### src/rtl/sync_fifo_ptr_ctrl_pkg.sv
// Shared constants and width helper for the synchronous FIFO pointer controller.
package sync_fifo_ptr_ctrl_pkg;

  localparam int DEF_AW        = 8;
  localparam int DEF_DEPTH     = 150;
  localparam int DEF_AF_MARGIN = 4;
  localparam int DEF_AE_LVL    = 4;

  // Pointer = index bits plus one wrap bit.
  function automatic int ptr_w(input int aw);
    return aw + 1;
  endfunction

endpackage

### src/rtl/fifo_wrap_ptr.sv
// Wrap-bit pointer: index counts 0..DEPTH-1, MSB toggles each time the index wraps.
module fifo_wrap_ptr
  import sync_fifo_ptr_ctrl_pkg::*;
#(
  parameter int AW    = DEF_AW,
  parameter int DEPTH = DEF_DEPTH
) (
  input  logic        clk,
  input  logic        rst_n,
  input  logic        i_adv,
  output logic [AW:0] o_ptr
);

  localparam logic [AW-1:0] LAST = AW'(DEPTH - 1);

  logic [AW:0]   r_ptr;
  logic [AW-1:0] w_idx;
  logic          w_wrap;

  assign w_idx  = r_ptr[AW-1:0];
  assign w_wrap = r_ptr[AW];
  assign o_ptr  = r_ptr;

  always_ff @(posedge clk or negedge rst_n) begin
    if (!rst_n) begin
      r_ptr <= '0;
    end else if (i_adv) begin
      if (w_idx == LAST) r_ptr <= {~w_wrap, {AW{1'b0}}};
      else               r_ptr <= {w_wrap, w_idx + AW'(1)};
    end
  end

endmodule

### src/rtl/sync_fifo_ptr_ctrl.sv
// Pointer, occupancy and status control for a synchronous FIFO with any depth up to 2**AW.
module sync_fifo_ptr_ctrl
  import sync_fifo_ptr_ctrl_pkg::*;
#(
  parameter int AW     = DEF_AW,
  parameter int DEPTH  = DEF_DEPTH,
  parameter int AF_LVL = DEPTH - DEF_AF_MARGIN,
  parameter int AE_LVL = DEF_AE_LVL
) (
  input  logic          clk,
  input  logic          rst_n,
  input  logic          wr_en,
  input  logic          rd_en,
  input  logic          clr_err,
  output logic          mem_we,
  output logic [AW-1:0] wr_addr,
  output logic          mem_re,
  output logic [AW-1:0] rd_addr,
  output logic          fifo_full,
  output logic          fifo_empty,
  output logic          almost_full,
  output logic          almost_empty,
  output logic [AW:0]   count,
  output logic          overflow,
  output logic          underflow
);

  localparam int          PW   = ptr_w(AW);
  localparam logic [AW:0] AF_C = PW'(AF_LVL);
  localparam logic [AW:0] AE_C = PW'(AE_LVL);

  logic [PW-1:0] w_wr_ptr;
  logic [PW-1:0] w_rd_ptr;
  logic          w_full;
  logic          w_empty;
  logic          w_wr_acc;
  logic          w_rd_acc;
  logic [AW:0]   r_count;
  logic          r_ovf;
  logic          r_udf;

  fifo_wrap_ptr #(.AW(AW), .DEPTH(DEPTH)) u_wr_ptr (
    .clk   (clk),
    .rst_n (rst_n),
    .i_adv (w_wr_acc),
    .o_ptr (w_wr_ptr)
  );

  fifo_wrap_ptr #(.AW(AW), .DEPTH(DEPTH)) u_rd_ptr (
    .clk   (clk),
    .rst_n (rst_n),
    .i_adv (w_rd_acc),
    .o_ptr (w_rd_ptr)
  );

  assign w_empty = (w_wr_ptr == w_rd_ptr);
  assign w_full  = (w_wr_ptr[AW-1:0] == w_rd_ptr[AW-1:0]) && (w_wr_ptr[AW] != w_rd_ptr[AW]);

  // Strobes are gated by rst_n so the RAM sees no access while reset is held.
  assign w_wr_acc = wr_en & ~w_full & rst_n;
  assign w_rd_acc = rd_en & ~w_empty & rst_n;

  assign mem_we       = w_wr_acc;
  assign mem_re       = w_rd_acc;
  assign wr_addr      = w_wr_ptr[AW-1:0];
  assign rd_addr      = w_rd_ptr[AW-1:0];
  assign fifo_full    = w_full;
  assign fifo_empty   = w_empty;
  assign count        = r_count;
  assign almost_full  = (r_count >= AF_C);
  assign almost_empty = (r_count <= AE_C);
  assign overflow     = r_ovf;
  assign underflow    = r_udf;

  always_ff @(posedge clk or negedge rst_n) begin
    if (!rst_n) begin
      r_count <= '0;
    end else begin
      case ({w_wr_acc, w_rd_acc})
        2'b10:   r_count <= r_count + PW'(1);
        2'b01:   r_count <= r_count - PW'(1);
        default: r_count <= r_count;
      endcase
    end
  end

  // Sticky errors: a new violation outranks a simultaneous clear.
  always_ff @(posedge clk or negedge rst_n) begin
    if (!rst_n) begin
      r_ovf <= 1'b0;
      r_udf <= 1'b0;
    end else begin
      if (wr_en & w_full) r_ovf <= 1'b1;
      else if (clr_err)   r_ovf <= 1'b0;
      if (rd_en & w_empty) r_udf <= 1'b1;
      else if (clr_err)    r_udf <= 1'b0;
    end
  end

endmodule

### config.mk
export PLATFORM = sky130hd
export DESIGN_NAME = sync_fifo_ptr_ctrl
export DESIGN_NICKNAME = d
export VERILOG_FILES = /design/src/rtl/sync_fifo_ptr_ctrl_pkg.sv /design/src/rtl/fifo_wrap_ptr.sv /design/src/rtl/sync_fifo_ptr_ctrl.sv
export SDC_FILE = /design/constraint.sdc
export NUM_CORES = 1
export LEC_CHECK = 0
export ABC_AREA = 1
export CAP_MARGIN = 20
export CORE_MARGIN = 4
export CORE_UTILIZATION = 40
export CTS_CLUSTER_SIZE = 30
export DETAILED_ROUTE_END_ITERATION = 10
export HOLD_SLACK_MARGIN = 0.15
export PLACE_DENSITY = 0.61
export SETUP_SLACK_MARGIN = 0.02
export SYNTH_ARGS = -nofsm -noshare
export SYNTH_HDL_FRONTEND = slang
export SYNTH_HIERARCHICAL = 1
export SYNTH_SLANG_ARGS = --single-unit
### constraint.sdc
create_clock -name clk -period 6.33 [get_ports clk]
set_input_delay 1.266 -clock clk [delete_from_list [all_inputs] [get_ports clk]]
set_output_delay 1.266 -clock clk [all_outputs]
set_load 0.03 [all_outputs]
### Word-level counts from Yosys, hierarchy flattened

Cells that the tools add are included.

* flip-flop bits (word level): 29
* bits of input ports: 5
* output and inout port bits: 33
* logic and storage cells: 42

* $add $sub $neg: 4
* order comparisons: 2
* eq/ne operators: 7
* multiplexer cells: 6
* bitwise gates (word level): 10
* reduce and logical (&&, ||, !) cells: 6

Operator list (number)
* 9-bit case mux with 2 select lines: 1
* 8-bit by 1-bit adder with 8-bit output, second input constant: 2
* 8-bit equality test, second input constant: 2
* 8-bit 2-to-1 mux: 2
* 9-bit by 1-bit adder with 9-bit output, second input constant: 1
* 9-bit equality test: 1
* 9-bit by 8-bit >= comparator with 1-bit output, second input constant: 1
* 9-bit by 3-bit less-or-equal comparator with 1-bit output, second input constant: 1
* 9-bit by 1-bit subtractor with 9-bit output, second input constant: 1
* 8-bit equality test: 1
* 1-bit bitwise AND: 6
* 2-bit nonzero test: 3
* 1-bit NOT: 4
* 2-bit AND reduction: 2
* 1-bit 2-to-1 mux: 3
* 2-bit by 1-bit equality test with 1-bit output, second input constant: 1
* 2-bit equality test, second input constant: 1
* 1-bit logical AND: 1
* 1-bit inequality test: 1

### Longest topological paths before layout

Gate-level depths: netlist of run 1.

* word-level depth: 7
* depth in mapped cells: 18
* depth with buffers taken out: 18

### Modules after synthesis

Netlist of run 1, hierarchy kept.

Modules (own cells, without submodules)
* sync_fifo_ptr_ctrl: times used 1, cells an instance 179, area an instance 1067.3 um2, sequential area each 275.3 um2
* fifo_wrap_ptr: times used 2, cells an instance 71, area an instance 510.5 um2, sequential area each 225.2 um2

### Worst setup path after synthesis of run 1

OpenSTA, ideal clock, no wires.

* path type: input to register
* from: input port rd_en
* to: register r_count[3] (netlist: count[3])
* library setup time: 118 ps
* arrival: 2994 ps
* required time: 6212 ps
* setup slack: 3218 ps
* cell stages on the path: 11
* buffers on the path: 0
* cell sequence: nand2_1 > inv_1 > nand2_1 > inv_1 > ha_1 > ha_1 > nand3_1 > nand3_1 > or2_2 > nand3_1 > nand2_1

* word-level cells in the longest chain between the ends: 4
* elaborated cells between the ends (all ways): 6
* those cells by class: eq/ne (2); mux (1); bitwise (2); reduce/logical (1)

Ends and longest elaborated chain
* start, declared: RTL line sync_fifo_ptr_ctrl.sv:13 `input logic rd_en,`
* 1-bit bitwise AND * (2 in a row): RTL line sync_fifo_ptr_ctrl.sv:61 `assign w_rd_acc = rd_en & ~w_empty & rst_n;`
* net mem_re: RTL line sync_fifo_ptr_ctrl.sv:17 `output logic mem_re,`
* 2-bit by 1-bit equality test with 1-bit output or 2-bit equality test (tied branches): RTL line sync_fifo_ptr_ctrl.sv:79 `case ({w_wr_acc, w_rd_acc})`
* 9-bit case mux with 2 select lines or 2-bit nonzero test (tied branches)
* end signal, assigned: RTL line sync_fifo_ptr_ctrl.sv:80 `2'b10: r_count <= r_count + PW'(1);`
* end signal, assigned: RTL line sync_fifo_ptr_ctrl.sv:81 `2'b01: r_count <= r_count - PW'(1);`
* end signal, assigned: RTL line sync_fifo_ptr_ctrl.sv:82 `default: r_count <= r_count;`
* end, declared: RTL line sync_fifo_ptr_ctrl.sv:38 `logic [AW:0] r_count;`

Mark *: on every way through the listed nets, which the timed path passes. The rest lies on a longest branch.
A chain may end at the register's enable or synchronous reset.

### Final worst setup path of run 1

* from: input port rst_n
* to: output port mem_re

* word-level cells in the longest chain between the ends: 1

Ends and longest elaborated chain
* start, declared: RTL line sync_fifo_ptr_ctrl.sv:11 `input logic rst_n,`
* 1-bit bitwise AND: RTL line sync_fifo_ptr_ctrl.sv:61
* end, declared: RTL line sync_fifo_ptr_ctrl.sv:17

No other way between the ends.

==> results of run 1 <==
[layer usage]
metal	track usage	up-vias	share of wire	routed length [um]
met4	0.0355	0	0.0088	42
met1	0.217	885	0.47	2270
met3	0.0392	5	0.045	218
met2	0.278	43	0.47	2260
met5	0	-	0	0
li1	-	1052	-	-
[area by class of cell]
type                       count  area share
sequential                    29       0.277
multi-input combinational    228       0.427
clock buffer                   5      0.0262
timing repair buffer          38       0.144
clock inverter                 1     0.00191
tap                           70      0.0334
inverter                      63      0.0902
[stage by stage]
step                instance area, um2  worst slack (ns)  std cells  hold slack, ns   util
floorplan                         2090              3.22        321           0.484      -
global placement                  2550              1.75        428           0.471  0.502
detailed placement                2550              1.73        428           0.471  0.502
CTS                               2620              1.71        434           0.487  0.517
global route                      2620              1.58        434           0.512  0.517
finish                            2620              1.78        434           0.483  0.517
[flip-flops by register name (all words and copies together) (netlist names)]
signal / count
u_wr_ptr/o_ptr: 9
u_rd_ptr/o_ptr: 9
underflow: 1
count: 9
overflow: 1
[layout by cell type (no fill, tap or decap), types with 4 or more instances in the layout]
cell type and instances:
nand2_1 112, inv_1 61, nor2_1 45, clkdlybuf4s50_1 37, dfrtp_1 29, nand3_1 14, ha_1 12, nand4_1 8
a21oi_1 5, xor2_1 5, clkbuf_8 5, xnor2_1 4, nand2_2 4, o21ai_0 4
[worst paths after layout]
path | startpoint | endpoint | slack, ns | depth (start not counted)
max | rst_n | mem_re | 1.78 | 6
min | overflow$_DFFE_PN0P_ | overflow$_DFFE_PN0P_ | 0.48 | 2
max reg2reg | u_wr_ptr/o_ptr[4]$_DFFE_PN0P_ | count[3]$_DFFE_PN0P_ | 3.47 | 16
min reg2reg | overflow$_DFFE_PN0P_ | overflow$_DFFE_PN0P_ | 0.48 | 2
max in group asynchronous | rst_n | count[3]$_DFFE_PN0P_ | 4.25 | 2
min in group asynchronous | rst_n | u_rd_ptr/o_ptr[7]$_DFFE_PN0P_ | 1.40 | 1
[report_power, final]
part / internal (uW) / switching, uW / leakage, uW
logic: 289 / 418 / 0.00111
clock network: 72.1 / 65.2 / 0.0000399
registers: 256 / 126 / 0.000360
[worst reg2reg max path: stages, from the launching register on]
cell and delay (ns):
dfrtp_1 0.50, inv_1 0.07, nand2_1 0.06, nand2_1 0.05
nor2_1 0.08, nand2_1 0.07, nor2_2 0.21, nand2_1 0.11
nand2_1 0.07, inv_1 0.11, ha_1 0.37, ha_1 0.39
nand3_1 0.10, nand3_1 0.13, or2_2 0.30, nand3_1 0.07
nand2_1 0.06
[cell families after synthesis]
family / after synthesis
XOR/XNOR: 9
flip-flops: 29
AO/OA/AOI/OAI: 12
AND/OR/NAND/NOR: 194
adder cells (fa/ha/maj): 13
buffers and inverters: 64
==> impl_results.md, run 1 <==
- Status: complete, no violations
- Worst hold path type: reg -> reg
- Most frequent cell after synthesis: nand2_1
- CTS clock-pin slew for the worst setup and hold paths: 0.06 ns
- Vias in the first global route: 1896
- H-tree depth: 2
- Kind of critical path: in -> out
- Hold Buf Count CTS: 0
- Drt total wl: 4790 um
- First-pass GRT wire length: 8450 um
- Worst slew pin tran: 0.659 ns
- Fraction of registers with async set or reset after synthesis: 1.00
- NumNets Final: 383
- Initial Util: 0.411
- Period minus WS final: 4.55 ns
- N_diodes: 0
- Crit end category: output pin
- I/O Buffers: 37
- Top FF cell, synth: dfrtp_1
- Synth Area in XOR/XNOR: 0.0377
- Slowest cell on crit path: clkdlybuf4s50_1
- Total negative setup slack: 0 ns
- TritonCTS clock tree: done
- # clock sinks: 29
- Initial antenna violation count: 0
- Slew HR: 0.559
- Post-DP HPWL: 3710 um
- Register Area: 726 um2
- Chip width: 80.3 um
- CP top delay family: buffers and inverters
- Drt drc: 0
- I/O pins: 38
- Synth Area in Compound Gates: 0.0306
- Post-synth EDFFs: 0
- Main combinational cell family by area after synthesis: simple AND/OR/NAND/NOR gates
- Sequential area share after synthesis: 0.348
- CTS buffer count: 5
- Simple-gate share of the synthesized area: 0.387
- DR vias: 1985
- Placer congestion estimate: 0.793
- Drt wl/cell: 11.0 um
- Critical Path RT: 5.06 ns
- Leading post-synthesis cells by cell area: dfrtp_1 (35%), nand2_1 (20%), inv_1 (11%)
- 1st-pass router iterations: 4
- Max IR drop VDD: 213 uV
- P&R area growth vs syn: 25.6%
- Peak Freq: 220 MHz
- CTS max path bufs: 2
- Buffers & Inverters on Critical Path: 4
- GRT Total Usage: 0.166
- Crit-path cells: clkdlybuf4s50_1 > nand2_1 > inv_1 > nand2_1 > inv_1 > clkdlybuf4s50_1
- Die Y: 80.3 um
- Share of cells above drive strength 1: 0.0467
- Critical Path Fanout Max: 15
- Post-CTS Setup Bufs: 0
- Worst stage delay on the critical path: 0.89 ns
- Final Slew Violations: 0
- Total power: 1230 uW
- Fin. Hold Viols: 0
- Adder-cell area share of the yosys netlist: 0.0815
- FF+latch count, synth: 29
- 1st-iter DRT viols: 61
- Power Density: 468 mW/mm2
- Num rows: 26
- Post-CTS Resized: 0
- CP Launch Type: input port
- Clock Skew: 0.00717 ns
- Final setup viols: 0
- Unrepaired setup endpoints after global routing: no
- Filler instances: 563
- Post-synthesis mux area share: 0
- Maxcap violations: 0
- Number of synthesis warnings: 6
- Clock Latency Late Sink: 0.27 ns
- Period utilization: 0.719
- Core Area: 0.00507 mm2
- Root Driver: clkbuf_8
- Post-Synthesis Cells: 321
- Leakage: 0.00151 uW
- Synth top cells by count: nand2_1 (112), inv_1 (61), nor2_1 (45)
- Overflow after GRT: 0
- Net Count, Synth: 339
- Critical Path AT: 3.29 ns
- Mapped cell area: 0.00209 mm2
- Synth unique cells: 26
- Vias per inst: 4.57
- Pin count of the biggest net entering global routing: 18
- Post-synth top area cell: dfrtp_1
- DIE AREA: 0.00644 mm2
- ANT nets after route: 0
- Syn_area_per_cell: 6.51 um2
- Post-synth top area share: 0.348
- Multi-input gate area in the final layout: 0.00112 mm2
(Power assumes the default switching activity.)
==> run 2: changes to the inputs <==
Settings changed: PLACE_DENSITY 0.61 to 0.63.
Clock period 6.33 ns to 3.7 ns, I/O delays scaled along.
==> impl_results.md, run 2 (synthesized netlist as in run 1, its figures left out) <==
- Status: complete, no violations
- 1st-iter DRT viols: 96
- Crit end category: output pin
- Net Sw Frac: 0.496
- Critical Path Fanout Max: 9
- Final Cell Area: 0.00263 mm2
- Vias per inst: 4.57
- Pin count of the biggest net entering global routing: 29
- Placed insts: 429
- GRT Total Usage: 0.165
- CTS buffer count: 5
- Combinational fraction of design power: 0.572
- Critical Path AT: 2.16 ns
- Unrepaired setup endpoints after global routing: no
- Core Area: 0.00507 mm2
- CTS clock-pin slew for the worst setup and hold paths: 0.06 ns
- Chip width: 80.3 um
- # clock sinks: 29
- Overflow after GRT: 0
- P&R area growth vs syn: 26.0%
- Root Driver: clkbuf_8
- Total negative setup slack: 0 ns
- Post-DP HPWL: 3620 um
- NumNets Final: 384
- Share of cells above drive strength 1: 0.0518
- Int Pwr: 1070 uW
- Initial antenna violation count: 0
- 1st-pass router iterations: 6
- CTS max path bufs: 2
- Drt wl/cell: 11.0 um
- DR vias: 1995
- Slew HR: 0.714
- Maxcap violations: 0
- Fin. Hold Viols: 0
- Final Slew Violations: 0
- Final Non-Filler Cells: 437
- Clock Latency Late Sink: 0.28 ns
- Peak Freq: 345 MHz
- Kind of critical path: reg -> out
- Worst slew pin tran: 0.428 ns
- H-tree depth: 2
- Most frequent cells in the layout: nand2_1 (112), inv_1 (61), nor2_1 (45)
- Post-CTS Setup Bufs: 0
- Placed Area: 0.00255 mm2
- Leakage: 0.00151 uW
- CP Launch Type: register
- Sequential share of power: 0.306
- ANT nets after route: 0
- Final worst slack: 0.804 ns
- DIE AREA: 0.00644 mm2
- Pre-CTS setup slack: 0.629 ns
- Vias in the first global route: 1841
- Period minus WS final: 2.90 ns
- First-pass GRT wire length: 8360 um
- N_diodes: 0
- Power Density: 804 mW/mm2
- Clk network pwr share: 0.122
- Hold Buf Count CTS: 0
- TritonCTS clock tree: done
- Num rows: 26
- Clock Skew: 0.00688 ns
- I/O pins: 38
- Worst hold path type: reg -> reg
- NetSw: 1050 uW
- Critical Path RT: 2.96 ns
- Initial Util: 0.411
- Period utilization: 0.783
- Drt drc: 0
- Final setup viols: 0
- Post-CTS Resized: 0
- Max IR drop VDD: 373 uV
- Most common cell after layout, fill and taps aside: nand2_1
- Placer congestion estimate: 0.828
- Die Y: 80.3 um
- Drt total wl: 4790 um
- I/O Buffers: 37
-- run 2: cell count changes in the layout (fill, tap and decap cells not counted) --
cell / previous run / this run
clkdlybuf4s50_1: 37 / 35
buf_4: 1 / 4
clkbuf_1: 0 / 3
clkinv_2: 1 / 0
-- run 2: cell type report --
cell class,count,area (um2)
multi-input cells,228,1120
well taps,70,87.6
flip-flops and latches,29,726
repair buffers,39,380
clock buffers,8,80.1
fillers,551,2440
inverters,63,236
-- run 2: worst max-delay path, stage by stage, from the launching register on --
cell and delay, ns:
dfrtp_1 0.50, inv_1 0.07, nand2_1 0.06, nand2_1 0.05
nor2_1 0.09, nand2_1 0.07, nor2_2 0.20, nand2_1 0.10
inv_1 0.06, clkdlybuf4s50_1 0.66
-- run 2: path summary, 6_finish.rpt --
path,slack (ns),cells past startpoint,startpoint,endpoint
setup / recovery,0.80,9,u_rd_ptr/o_ptr[4]$_DFFE_PN0P_,fifo_empty
min in group asynchronous,0.65,1,rst_n,overflow$_DFFE_PN0P_
setup reg to reg,0.94,15,u_rd_ptr/o_ptr[4]$_DFFE_PN0P_,count[3]$_DFFE_PN0P_
hold / removal,0.48,2,underflow$_DFFE_PN0P_,underflow$_DFFE_PN0P_
hold reg to reg,0.48,2,underflow$_DFFE_PN0P_,underflow$_DFFE_PN0P_
max in group asynchronous,2.44,2,rst_n,count[0]$_DFFE_PN0P_
-- run 2: metal layers --
| layer | vias up | share of wire | GRT usage |
|---|---|---|---|
| met2 | 33 | 0.44 | 0.262 |
| met3 | 5 | 0.036 | 0.0426 |
| met1 | 897 | 0.51 | 0.222 |
| li1 | 1060 | - | - |
| met5 | - | 0 | 0 |
| met4 | 0 | 0.011 | 0.0405 |
-- run 2: power by group through the flow --
stage / clock [uW] / sequential (uW) / combinational [uW]
6_report: 257 / 648 / 1210
5_1_grt: 281 / 683 / 1350
4_1_cts: 267 / 653 / 1220
3_5_place_dp: 0 / 657 / 1210
3_3_place_gp: 0 / 655 / 1200
2_1_floorplan: 0 / 833 / 606
-- run 2: per-stage QoR --
step	util	hold WS [ns]	power, uW
after floorplan	-	0.444	1440
after global placement	0.503	0.465	1850
after detailed placement	0.503	0.469	1870
after CTS	0.518	0.487	2140
after global routing	0.518	0.526	2320
final	0.518	0.482	2120
